<file path="src/rtl/accum_rr_sched_pkg.sv">
// Shared types and helpers for the round-robin accumulator scheduler.
package accum_rr_sched_pkg;

  localparam int unsigned STAT_W  = 16;
  localparam int unsigned MAX_REQ = 16;
  localparam int unsigned IDX_W   = 4;

  typedef enum logic [1:0] {
    S_IDLE = 2'd0,
    S_ADD  = 2'd1,
    S_RESP = 2'd2
  } state_t;

  typedef struct packed {
    logic             found;
    logic [IDX_W-1:0] idx;
  } pick_t;

  // First set bit scanning upward from ptr+1, wrapping at n.
  function automatic pick_t rr_pick(input logic [MAX_REQ-1:0] valid,
                                    input logic [IDX_W-1:0]   ptr,
                                    input int unsigned        n);
    pick_t            p;
    logic [IDX_W-1:0] k;
    p = '0;
    for (int unsigned i = 1; i <= MAX_REQ; i++) begin
      k = IDX_W'((32'(ptr) + i) % n);
      if (i <= n && !p.found && valid[k]) begin
        p.found = 1'b1;
        p.idx   = k;
      end
    end
    return p;
  endfunction

endpackage

</file>
<file path="src/rtl/accum_rr_sched_if.sv">
// Request/response bus between requesters and the accumulator scheduler.
interface accum_rr_sched_if #(
  parameter int unsigned NUM_REQ = 4,
  parameter int unsigned DATA_W  = 32
);
  localparam int unsigned ID_W = $clog2(NUM_REQ);

  logic [NUM_REQ-1:0]        req_valid;
  logic [NUM_REQ-1:0]        req_ready;
  logic [NUM_REQ*DATA_W-1:0] req_data;
  logic                      resp_valid;
  logic                      resp_ready;
  logic [ID_W-1:0]           resp_id;
  logic [DATA_W-1:0]         resp_sum;

  modport master (
    output req_valid, req_data, resp_ready,
    input  req_ready, resp_valid, resp_id, resp_sum
  );

  modport slave (
    input  req_valid, req_data, resp_ready,
    output req_ready, resp_valid, resp_id, resp_sum
  );
endinterface

</file>
<file path="src/rtl/accum_rr_sched_rr_arbiter.sv">
// Round-robin arbiter: pointer register plus combinational one-hot grant.
module rr_arbiter
  import accum_rr_sched_pkg::*;
#(
  parameter int unsigned NUM_REQ = 4,
  localparam int unsigned ID_W   = $clog2(NUM_REQ)
) (
  input  logic               clk,
  input  logic               rst_n,
  input  logic [NUM_REQ-1:0] valid,
  input  logic               advance,
  output logic [NUM_REQ-1:0] grant,
  output logic [ID_W-1:0]    grant_id,
  output logic               found
);

  logic [ID_W-1:0]    ptr;
  logic [MAX_REQ-1:0] valid_ext;
  pick_t              pick;
  logic               unused_pick;

  always_comb begin
    valid_ext              = '0;
    valid_ext[NUM_REQ-1:0] = valid;
    pick                   = rr_pick(valid_ext, IDX_W'(ptr), NUM_REQ);
    found                  = pick.found;
    grant_id               = ID_W'(pick.idx);
    grant                  = '0;
    if (pick.found) grant[grant_id] = 1'b1;
  end

  assign unused_pick = ^pick;

  // Pointer starts at the last requester so requester 0 wins first.
  always_ff @(posedge clk or negedge rst_n) begin
    if (!rst_n)       ptr <= ID_W'(NUM_REQ - 1);
    else if (advance) ptr <= grant_id;
  end

endmodule

</file>
<file path="src/rtl/accum_rr_sched.sv">
// Shared accumulator sequenced by round-robin grants (IDLE -> ADD -> RESP).
// Define ACCUM_RR_SCHED_STATS_EN to build per-requester saturating grant counters.
module accum_rr_sched
  import accum_rr_sched_pkg::*;
#(
  parameter int unsigned NUM_REQ = 4,
  parameter int unsigned DATA_W  = 32,
  localparam int unsigned ID_W   = $clog2(NUM_REQ)
) (
  input  logic              clk,
  input  logic              rst_n,
  accum_rr_sched_if.slave   bus,
  input  logic              clear,
  output logic [DATA_W-1:0] accum_out,
  input  logic [ID_W-1:0]   stat_sel,
  output logic [STAT_W-1:0] stat_cnt
);

  state_t             state;
  logic [DATA_W-1:0]  accum, operand, operand_sel, sum;
  logic [DATA_W-1:0]  resp_sum;
  logic [ID_W-1:0]    id_q, grant_id, resp_id;
  logic [NUM_REQ-1:0] grant;
  logic               found, advance, resp_valid;

  rr_arbiter #(.NUM_REQ(NUM_REQ)) u_arb (
    .clk      (clk),
    .rst_n    (rst_n),
    .valid    (bus.req_valid),
    .advance  (advance),
    .grant    (grant),
    .grant_id (grant_id),
    .found    (found)
  );

  assign advance        = (state == S_IDLE) && found;
  assign bus.req_ready  = (state == S_IDLE) ? grant : '0;
  assign bus.resp_valid = resp_valid;
  assign bus.resp_id    = resp_id;
  assign bus.resp_sum   = resp_sum;
  assign accum_out      = accum;

  always_comb begin
    operand_sel = '0;
    for (int unsigned i = 0; i < NUM_REQ; i++) begin
      if (grant_id == ID_W'(i)) operand_sel = bus.req_data[i*DATA_W +: DATA_W];
    end
  end

  // A clear coincident with ADD zeroes the base before the add.
  assign sum = (clear ? '0 : accum) + operand;

  always_ff @(posedge clk or negedge rst_n) begin
    if (!rst_n) begin
      state      <= S_IDLE;
      accum      <= '0;
      operand    <= '0;
      id_q       <= '0;
      resp_valid <= 1'b0;
      resp_id    <= '0;
      resp_sum   <= '0;
    end else begin
      unique case (state)
        S_IDLE: begin
          if (clear) accum <= '0;
          if (found) begin
            operand <= operand_sel;
            id_q    <= grant_id;
            state   <= S_ADD;
          end
        end
        S_ADD: begin
          accum      <= sum;
          resp_sum   <= sum;
          resp_id    <= id_q;
          resp_valid <= 1'b1;
          state      <= S_RESP;
        end
        S_RESP: begin
          if (clear) accum <= '0;
          if (bus.resp_ready) begin
            resp_valid <= 1'b0;
            state      <= S_IDLE;
          end
        end
        default: state <= S_IDLE;
      endcase
    end
  end

`ifdef ACCUM_RR_SCHED_STATS_EN
  logic [STAT_W-1:0] stat_q [NUM_REQ];

  always_ff @(posedge clk or negedge rst_n) begin
    if (!rst_n) begin
      for (int unsigned i = 0; i < NUM_REQ; i++) stat_q[i] <= '0;
    end else if (advance && stat_q[grant_id] != '1) begin
      stat_q[grant_id] <= stat_q[grant_id] + STAT_W'(1);
    end
  end

  assign stat_cnt = (32'(stat_sel) < NUM_REQ) ? stat_q[stat_sel] : '0;
`else
  logic unused_stat_sel;
  assign unused_stat_sel = ^stat_sel;
  assign stat_cnt        = '0;
`endif

endmodule

</file>
<file path="src/flat_wrapper.sv">
// flat-port wrapper written by rule: the top's interface ports become plain ports
module accum_rr_sched_flat import accum_rr_sched_pkg::*;
#(
  parameter int unsigned NUM_REQ = 4,
  parameter int unsigned DATA_W  = 32,
  localparam int unsigned ID_W   = $clog2(NUM_REQ)
)
  (clk, rst_n, clear, accum_out, stat_sel, stat_cnt, bus_req_valid, bus_req_data, bus_resp_ready, bus_req_ready, bus_resp_valid, bus_resp_id, bus_resp_sum);
  accum_rr_sched_if #(.NUM_REQ(NUM_REQ), .DATA_W(DATA_W)) bus_i ();
  input  logic clk;
  input  logic rst_n;
  input  logic clear;
  output logic [DATA_W-1:0] accum_out;
  input  logic [ID_W-1:0] stat_sel;
  output logic [STAT_W-1:0] stat_cnt;
  input wire logic [$bits(bus_i.req_valid)-1:0] bus_req_valid;
  input wire logic [$bits(bus_i.req_data)-1:0] bus_req_data;
  input wire logic [$bits(bus_i.resp_ready)-1:0] bus_resp_ready;
  output wire logic [$bits(bus_i.req_ready)-1:0] bus_req_ready;
  output wire logic [$bits(bus_i.resp_valid)-1:0] bus_resp_valid;
  output wire logic [$bits(bus_i.resp_id)-1:0] bus_resp_id;
  output wire logic [$bits(bus_i.resp_sum)-1:0] bus_resp_sum;
  assign bus_i.req_valid = bus_req_valid;
  assign bus_i.req_data = bus_req_data;
  assign bus_i.resp_ready = bus_resp_ready;
  assign bus_req_ready = bus_i.req_ready;
  assign bus_resp_valid = bus_i.resp_valid;
  assign bus_resp_id = bus_i.resp_id;
  assign bus_resp_sum = bus_i.resp_sum;
  accum_rr_sched #(.NUM_REQ(NUM_REQ), .DATA_W(DATA_W)) u_core (.clk(clk), .rst_n(rst_n), .bus(bus_i), .clear(clear), .accum_out(accum_out), .stat_sel(stat_sel), .stat_cnt(stat_cnt));
endmodule
</file>
<file path="config.mk">
export PLATFORM = sky130hd
export DESIGN_NAME = accum_rr_sched_flat
export DESIGN_NICKNAME = d
export VERILOG_FILES = /design/src/rtl/accum_rr_sched_pkg.sv /design/src/rtl/accum_rr_sched_if.sv /design/src/rtl/accum_rr_sched_rr_arbiter.sv /design/src/rtl/accum_rr_sched.sv /design/src/flat_wrapper.sv
export SDC_FILE = /design/constraint.sdc
export NUM_CORES = 1
export LEC_CHECK = 0
export CAP_MARGIN = 0
export CELL_PAD_IN_SITES_DETAIL_PLACEMENT = 0
export CELL_PAD_IN_SITES_GLOBAL_PLACEMENT = 1
export CORE_AREA = 5 5 150 152
export CTS_CLUSTER_SIZE = 20
export DETAILED_ROUTE_END_ITERATION = 7
export DIE_AREA = 0 0 155 157
export MAX_ROUTING_LAYER = met4
export PLACE_DENSITY = 0.83
export SYNTH_ARGS = -nofsm -noshare
export SYNTH_HDL_FRONTEND = slang
export SYNTH_SLANG_ARGS = --single-unit
</file>
<file path="constraint.sdc">
create_clock -name clk -period 3.4 [get_ports clk]
set_input_delay 0.68 -clock clk [delete_from_list [all_inputs] [get_ports clk]]
set_output_delay 0.68 -clock clk [all_outputs]
set_load 0.05 [all_outputs]
</file>
==> flow_summary.ini <==
[yosys]
async_reset_ff_frac = 1.00
ys_ff_latch = 105
synthSimpleGateAreaFrac = 0.295
synth_cell_type_count = 62
yosysSeqAreaShare = 0.385
synthAdderAreaFrac = 0.0597
synth_top_family_by_area = simple AND/OR/NAND/NOR gates
synthTopCellsByArea = dfrtp_1 38%, nand2_1 13%, o21ai_0 6.8%
synth_top_area_frac = 0.377
yosys.area_share.xor_xnor = 0.0244
muxShareOfSynthArea = 0.0110
synth-compound-area-share = 0.174
yosysMostFrequentCell = nand2_1
avgSynthCellArea_sq_um = 7.64
netlist_top_cells_count = 228 x nand2_1, 120 x nor2_1, 103 x dfrtp_1
synth_enable_flop_cells = 0
synthFlopType = dfrtp_1
yosysTopAreaCell = dfrtp_1
synthCells = 895
yosysWarnings = 0
syn_area_sq_mm = 0.00683

[floorplan]
die_area_sq_mm = 0.0243
die_y_microns = 157
ios = 225
die_w_microns = 155
start_util = 0.327
row_count = 53
core_sq_mm = 0.0209

[sta]
rsz0062_at_grt = false
final.period_utilization = 0.927
finalSetupViolations = 0
min_period_ns = 3.15
finalClockSkew_ns = 0.00826
drv_slew = 0
fin_tns_setup_ns = 0
worstMarginPinSlew_ns = 1.04
slew_headroom = 0.305
final_hold_viol_count = 0
hold_slack_ns = 0.323
max_freq_ghz = 0.317

[setup_path]
crit_fanout = 10
worst-path-buf-inv = 2
start_kind = primary input
cp.arrival_ns = 2.47
critical_path.max_stage_delay_ns = 0.59
crit_family = buffers and inverters
r2r_slack_ns = 0.31
cpMaxStageDelayCell = clkdlybuf4s50_1
crit_required_ns = 2.72
worstPathCellList = clkdlybuf4s50_1, a31oi_1, o21ai_0, nor2b_4, nand2_1, nor2_1, buf_12
cp-end-kind = output pin
worstSetupPathType = in -> out

[cts]
root_buffer = clkbuf_16
clk_path_buf_depth = 2
cts_buffers = 9
clkLatencyLatePin_ns = 0.35
cts_sinks = 105
cts_tree = yes
h-tree-depth = 3
clk_pin_slew_ns = 0.07

[pwr]
leakage_nw = 4.81
swShare = 0.490
peakVddDrop_mv = 0.407
combinationalPowerShare = 0.645
p_seq_frac = 0.251
internal_power_mw = 4.73
p_clk_frac = 0.104
p_sw_mw = 4.53
p_per_area_mw_per_mm2 = 918

[route]
avgViaCountPerCell = 4.71
drc = 0
vias = 6766
drt_iter0_drc = 416
drt_first_pass_iters = 4
avgRoutedWirePerCell_microns = 14.7
wl_mm = 21.2
postRouteAntennaNets = 0

[layout]
nets = 1327
antenna_cells = 0
layout.area.seq_sq_mm = 0.00263
multi_input_comb_area_sq_mm = 0.00396
syn_to_final_growth_pct = 47.6
final_cells = 1437
fillers = 2093
drive_above_1_share = 0.126
utilization = 0.483

[run_status]
status = finished clean

[global_route]
gr-total-overflow = 0
grt_pass1_vias = 6582
grt_pass1_wl_mm = 34.2
grt_max_degree = 70
antenna_found_initial = 0
grtUsageTotal = 0.179

[place]
io_buffers = 206
dp_cells = 1421
hpwl_mm = 16.8
gp_congestion = 0.857

[run]
maxCapViolCount = 0

[hold_path]
hold_path.class = in -> async
-- worst paths after layout --
kind,start,end,cells past startpoint
min in group clk,u_core.bus.resp_sum[8]$_DFFE_PN0P_,u_core.bus.resp_sum[8]$_DFFE_PN0P_,2
setup reg to reg,u_core.accum_out[0]$_DFFE_PN0P_,u_core.bus.resp_sum[10]$_DFFE_PN0P_,13
hold reg to reg,u_core.bus.resp_sum[8]$_DFFE_PN0P_,u_core.bus.resp_sum[8]$_DFFE_PN0P_,2
max in group asynchronous,rst_n,u_core.u_arb.ptr[1]$_DFFE_PN1P_,2
setup / recovery,bus_req_valid[3],bus_req_ready[2],7
hold / removal,rst_n,u_core.bus.resp_sum[7]$_DFFE_PN0P_,1
-- sequential cells by signal, summed over array words and instances (netlist names) --
name,count
u_core.u_arb.ptr,2
u_core.bus.resp_sum,32
u_core.bus.resp_id,2
u_core.state,2
u_core.id_q,2
u_core.operand,32
u_core.bus.resp_valid,1
u_core.accum_out,32
-- per-layer routing --
metal	track usage	part of all wire	wire length (microns)	up-vias
met5	-	0	0	-
met4	0.0450	0.0099	210	0
met3	0.0212	0.048	1030	15
met2	0.271	0.45	9440	169
met1	0.256	0.50	10500	3079
li1	-	-	-	3503
-- layout by cell type, fill, tap and decap left out, types with 3 or more instances in the layout --
cell type	instances
nand2_1	228
clkdlybuf4s50_1	200
nor2_1	120
dfrtp_1	103
o21ai_0	91
buf_4	91
nand3_1	45
nor2b_1	35
a21oi_1	33
ha_1	31
a21o_1	21
conb_1	16
xnor2_1	12
inv_1	10
clkbuf_16	9
xor2_1	7
buf_12	7
nor3_1	6
o21ai_1	5
and3_1	4
or3_1	4
nor3b_1	4
mux2_2	4
o31ai_1	4
clkinvlp_4	4
mux2i_1	3
nand2b_1	3
nand4_1	3
a21oi_2	3
-- power groups by stage --
stage               registers, mW  logic [mW]  clock network [mW]
finish                       2.33        5.97               0.964
global route                 2.40        6.59                1.05
CTS                          2.33        6.04               0.992
detailed placement           2.35        6.02                   0
global placement             2.34        5.94                   0
floorplan                    3.23        2.78                   0
-- through the flow --
step | total power, mW | cell area, sq um | setup slack (ns)
after global routing | 10.0 | 10100 | 0.0425
after CTS | 9.36 | 10100 | 0.0541
after detailed placement | 8.37 | 9820 | -0.575
after global placement | 8.29 | 9820 | -0.497
after floorplan | 6.02 | 6890 | 0.128
final | 9.26 | 10100 | 0.249
-- layout make-up --
| type | count | share of cell area |
|---|---|---|
| Clock buffer | 10 | 0.0227 |
| Clock inverter | 6 | 0.00434 |
| Inverter | 10 | 0.00372 |
| Multi-Input combinational cell | 731 | 0.393 |
| Sequential cell | 105 | 0.261 |
| Tap cell | 275 | 0.0341 |
| Timing Repair Buffer | 300 | 0.282 |
-- logic make-up after synthesis --
group / count (synthesis)
other: 1
AOI/OAI and AO/OA: 191
muxes: 7
buffers and inverters: 74
xor gates and xnor gates: 19
and+or+nand+nor: 466
adders and majority gates: 32
DFF: 105
-- timing repair --
item / CTS / global route
hold buffers: 0 / 0
setup buffers: 0 / 0
resized for setup: 2 / 2
endpoints found under the setup margin: 29 / 16
Note: power is estimated with default switching activity, not from simulation.
==> RTL change (config.mk and constraints unchanged) <==
Build with the macro `ACCUM_RR_SCHED_STATS_EN` defined.
--- a/src/rtl/accum_rr_sched.sv
+++ b/src/rtl/accum_rr_sched.sv
@@ -2,2 +2,4 @@
 // Define ACCUM_RR_SCHED_STATS_EN to build per-requester saturating grant counters.
+`define ACCUM_RR_SCHED_STATS_EN
+
 module accum_rr_sched
Behaviour: not the same (a bounded check fails within 4 cycles, from zero or initial values and one cycle with rst_n low).
==> RTL change against the original RTL <==
  * Power up 42%
  * Largest power group unchanged
  * Worst setup slack worse by 140 ps
  * Sequential share of layout area up 2.6 points
  * Design area up 46%
  * Area after synthesis up 52%
  * First-iteration DRC count up 30%
  * Sequential cell count up 64
  * Routed wire length up 55%
  * Critical path type is now in2reg
  * Global-route usage up 9.7 points
==> RTL change: results (changes against the original RTL) <==
Global routing:
- The number of global-route vias before repair is 9377 (was 6582).
- The first-pass GRT wire length was 51400 um (was 34200 um).
- The maximum number of pins on one net before global-route repair was 66 (was 70).
- The initial antenna violation count is 2 (was 0).

Critical path:
- The largest fanout on the critical path was 9 (was 10).
- The data arrival time of the worst path was 3610 ps (was 2470 ps).
- The critical path start-end classification is in2reg (was in2out).
- The first element of the critical path was bus_req_valid[1] (was bus_req_valid[3]).
- The critical register-to-register path startpoint was u_core.u_arb.ptr[1] (was u_core.accum_out[0]).

CTS:
- The TritonCTS buffer count was 17 (was 9).
- The clock latency on the worst-skew pair is 440 ps (was 350 ps).
- The CTS H-tree depth is 4 (was 3).

Placed design:
- The post-DP HPWL came to 24500 um (was 16800 um).
- The number of cells in the design after placement came to 1711 (was 1421).
- The count of input and output buffers is 224 (was 206).
- The weighted congestion at the end of routability-driven global placement was 0.907 (was 0.857).

Run status:
- Result of the run: finished clean (unchanged).

Logic synthesis:
- The area share of the leading cell type in the synthesized netlist is 40.3% (was 37.7%).
- The instance count of the mapped netlist is 1123 (was 895).
- Top cells by area in the synthesized netlist: sky130_fd_sc_hd__dfrtp_1, sky130_fd_sc_hd__nand2_1, sky130_fd_sc_hd__nand3_1 (was sky130_fd_sc_hd__dfrtp_1, sky130_fd_sc_hd__nand2_1, sky130_fd_sc_hd__o21ai_0).
- Top cells by count, synth: sky130_fd_sc_hd__nand2_1, sky130_fd_sc_hd__dfrtp_1, sky130_fd_sc_hd__nand3_1, sky130_fd_sc_hd__mux2_2, sky130_fd_sc_hd__clkbuf_1 (was sky130_fd_sc_hd__nand2_1, sky130_fd_sc_hd__nor2_1, sky130_fd_sc_hd__dfrtp_1, sky130_fd_sc_hd__o21ai_0, sky130_fd_sc_hd__nand3_1).

Layout:
- The non-filler instance count after layout is 1752 (was 1437).
- Ranked by flip-flop count, first place goes to u_core.stat_q.
- The final net count is 1633 (was 1327).
- The fraction of final layout cells sized beyond drive strength 1 is 20.8% (was 12.6%).

Pwr:
- The net switching power figure is 6.10 mW (was 4.53 mW).
- The leakage dissipation was 7.43 nW (was 4.81 nW).
- The maximum vdd drop is 651 uV (was 407 uV).

Timing:
- The setup clock skew after layout is 12.4 ps (was 8.26 ps).
- The relative slew slack is 56.7% (was 30.5%).

Route:
- The number of DRC violations after detailed-routing iteration 0 is 541 (was 416).
- The wire length per cell is 18.7 um (was 14.7 um).
- The via-per-instance ratio was 5.37 (was 4.71).
- The detailed-routing iteration count for the pre-antenna-repair pass was 5 (was 4).
## RTL change: kinds of logic (layout without fill, tap and decap cells)
group	after synthesis	after routing	synth area share, %
xor gates and xnor gates	38	38	3.21
adders and majority gates	33	33	4.06
other	0	2	0
buffers and inverters	74	426	3.52
muxes	136	136	16.1
and+or+nand+nor	544	544	23.9
AOI/OAI and AO/OA	129	129	8.40
DFF	169	169	40.8
## RTL change: area by class of cell
cell class | count | area (um2)
fill | 1694 | 6120
timing repair buffer | 379 | 3640
tap | 275 | 344
sequential | 169 | 4230
clock inverter | 15 | 195
multi-input combinational | 880 | 5870
clock buffer | 17 | 425
antenna | 2 | 5.00
inverter | 15 | 56.3
## RTL change: metal layers
layer,share of wire [%],GRT usage (%)
met4,2.0,7.49
met2,49,44.9
met3,4.9,4.04
met5,0,-
met1,44,36.6
## RTL change: final timing paths
path	endpoint	slack [ps]	cells after the start
min in group clk	u_core.bus.resp_sum[9]	470	2
worst min register to register	u_core.bus.resp_sum[9]	470	2
worst min-delay path	u_core.bus.resp_sum[29]	210	1
max in group asynchronous	u_core.u_arb.ptr[0]	2300	2
worst max register to register	u_core.stat_q[45]	150	12
worst max-delay path	u_core.stat_q[45]	110	14
## RTL change: power by group through the flow
stage,sequential [mW],combinational (mW),clock (mW)
2_1_floorplan,4.19,3.84,0
3_3_place_gp,3.26,7.68,0
3_5_place_dp,3.27,7.76,0
4_1_cts,3.24,7.86,2.09
5_1_grt,3.33,8.50,2.17
6_report,3.24,7.89,2.04
## RTL change: through the flow
step	area (um2)	setup TNS (ps)	setup slack [ps]
floorplan	10400	0	6.02
global route	14800	0	8.79
detailed placement	14000	-40200	-501
CTS	14700	0	5.03
finish	14800	0	108
global placement	14000	-35180	-425
## RTL change: timing repair
item / in CTS / in global routing
endpoints found under the setup margin: 14 / 87
pin swaps: 5 / 5
buffers inserted: 5 / 2
gates resized for setup: 5 / 12
hold endpoints to repair: 0 / 0
hold buffers: 0 / 0
## RTL change: critical path, cell delays in order
cell and delay, ps:
sky130_fd_sc_hd__dlygate4sd2_1 280, sky130_fd_sc_hd__buf_4 160, sky130_fd_sc_hd__o21ai_2 130, sky130_fd_sc_hd__o21ai_2 100
sky130_fd_sc_hd__a211oi_4 290, sky130_fd_sc_hd__buf_4 170, sky130_fd_sc_hd__buf_4 110, sky130_fd_sc_hd__mux2_2 370
sky130_fd_sc_hd__nor4_4 280, sky130_fd_sc_hd__buf_4 190, sky130_fd_sc_hd__nand4_4 190, sky130_fd_sc_hd__nand2_4 160
sky130_fd_sc_hd__buf_12 150, sky130_fd_sc_hd__mux2_1 340
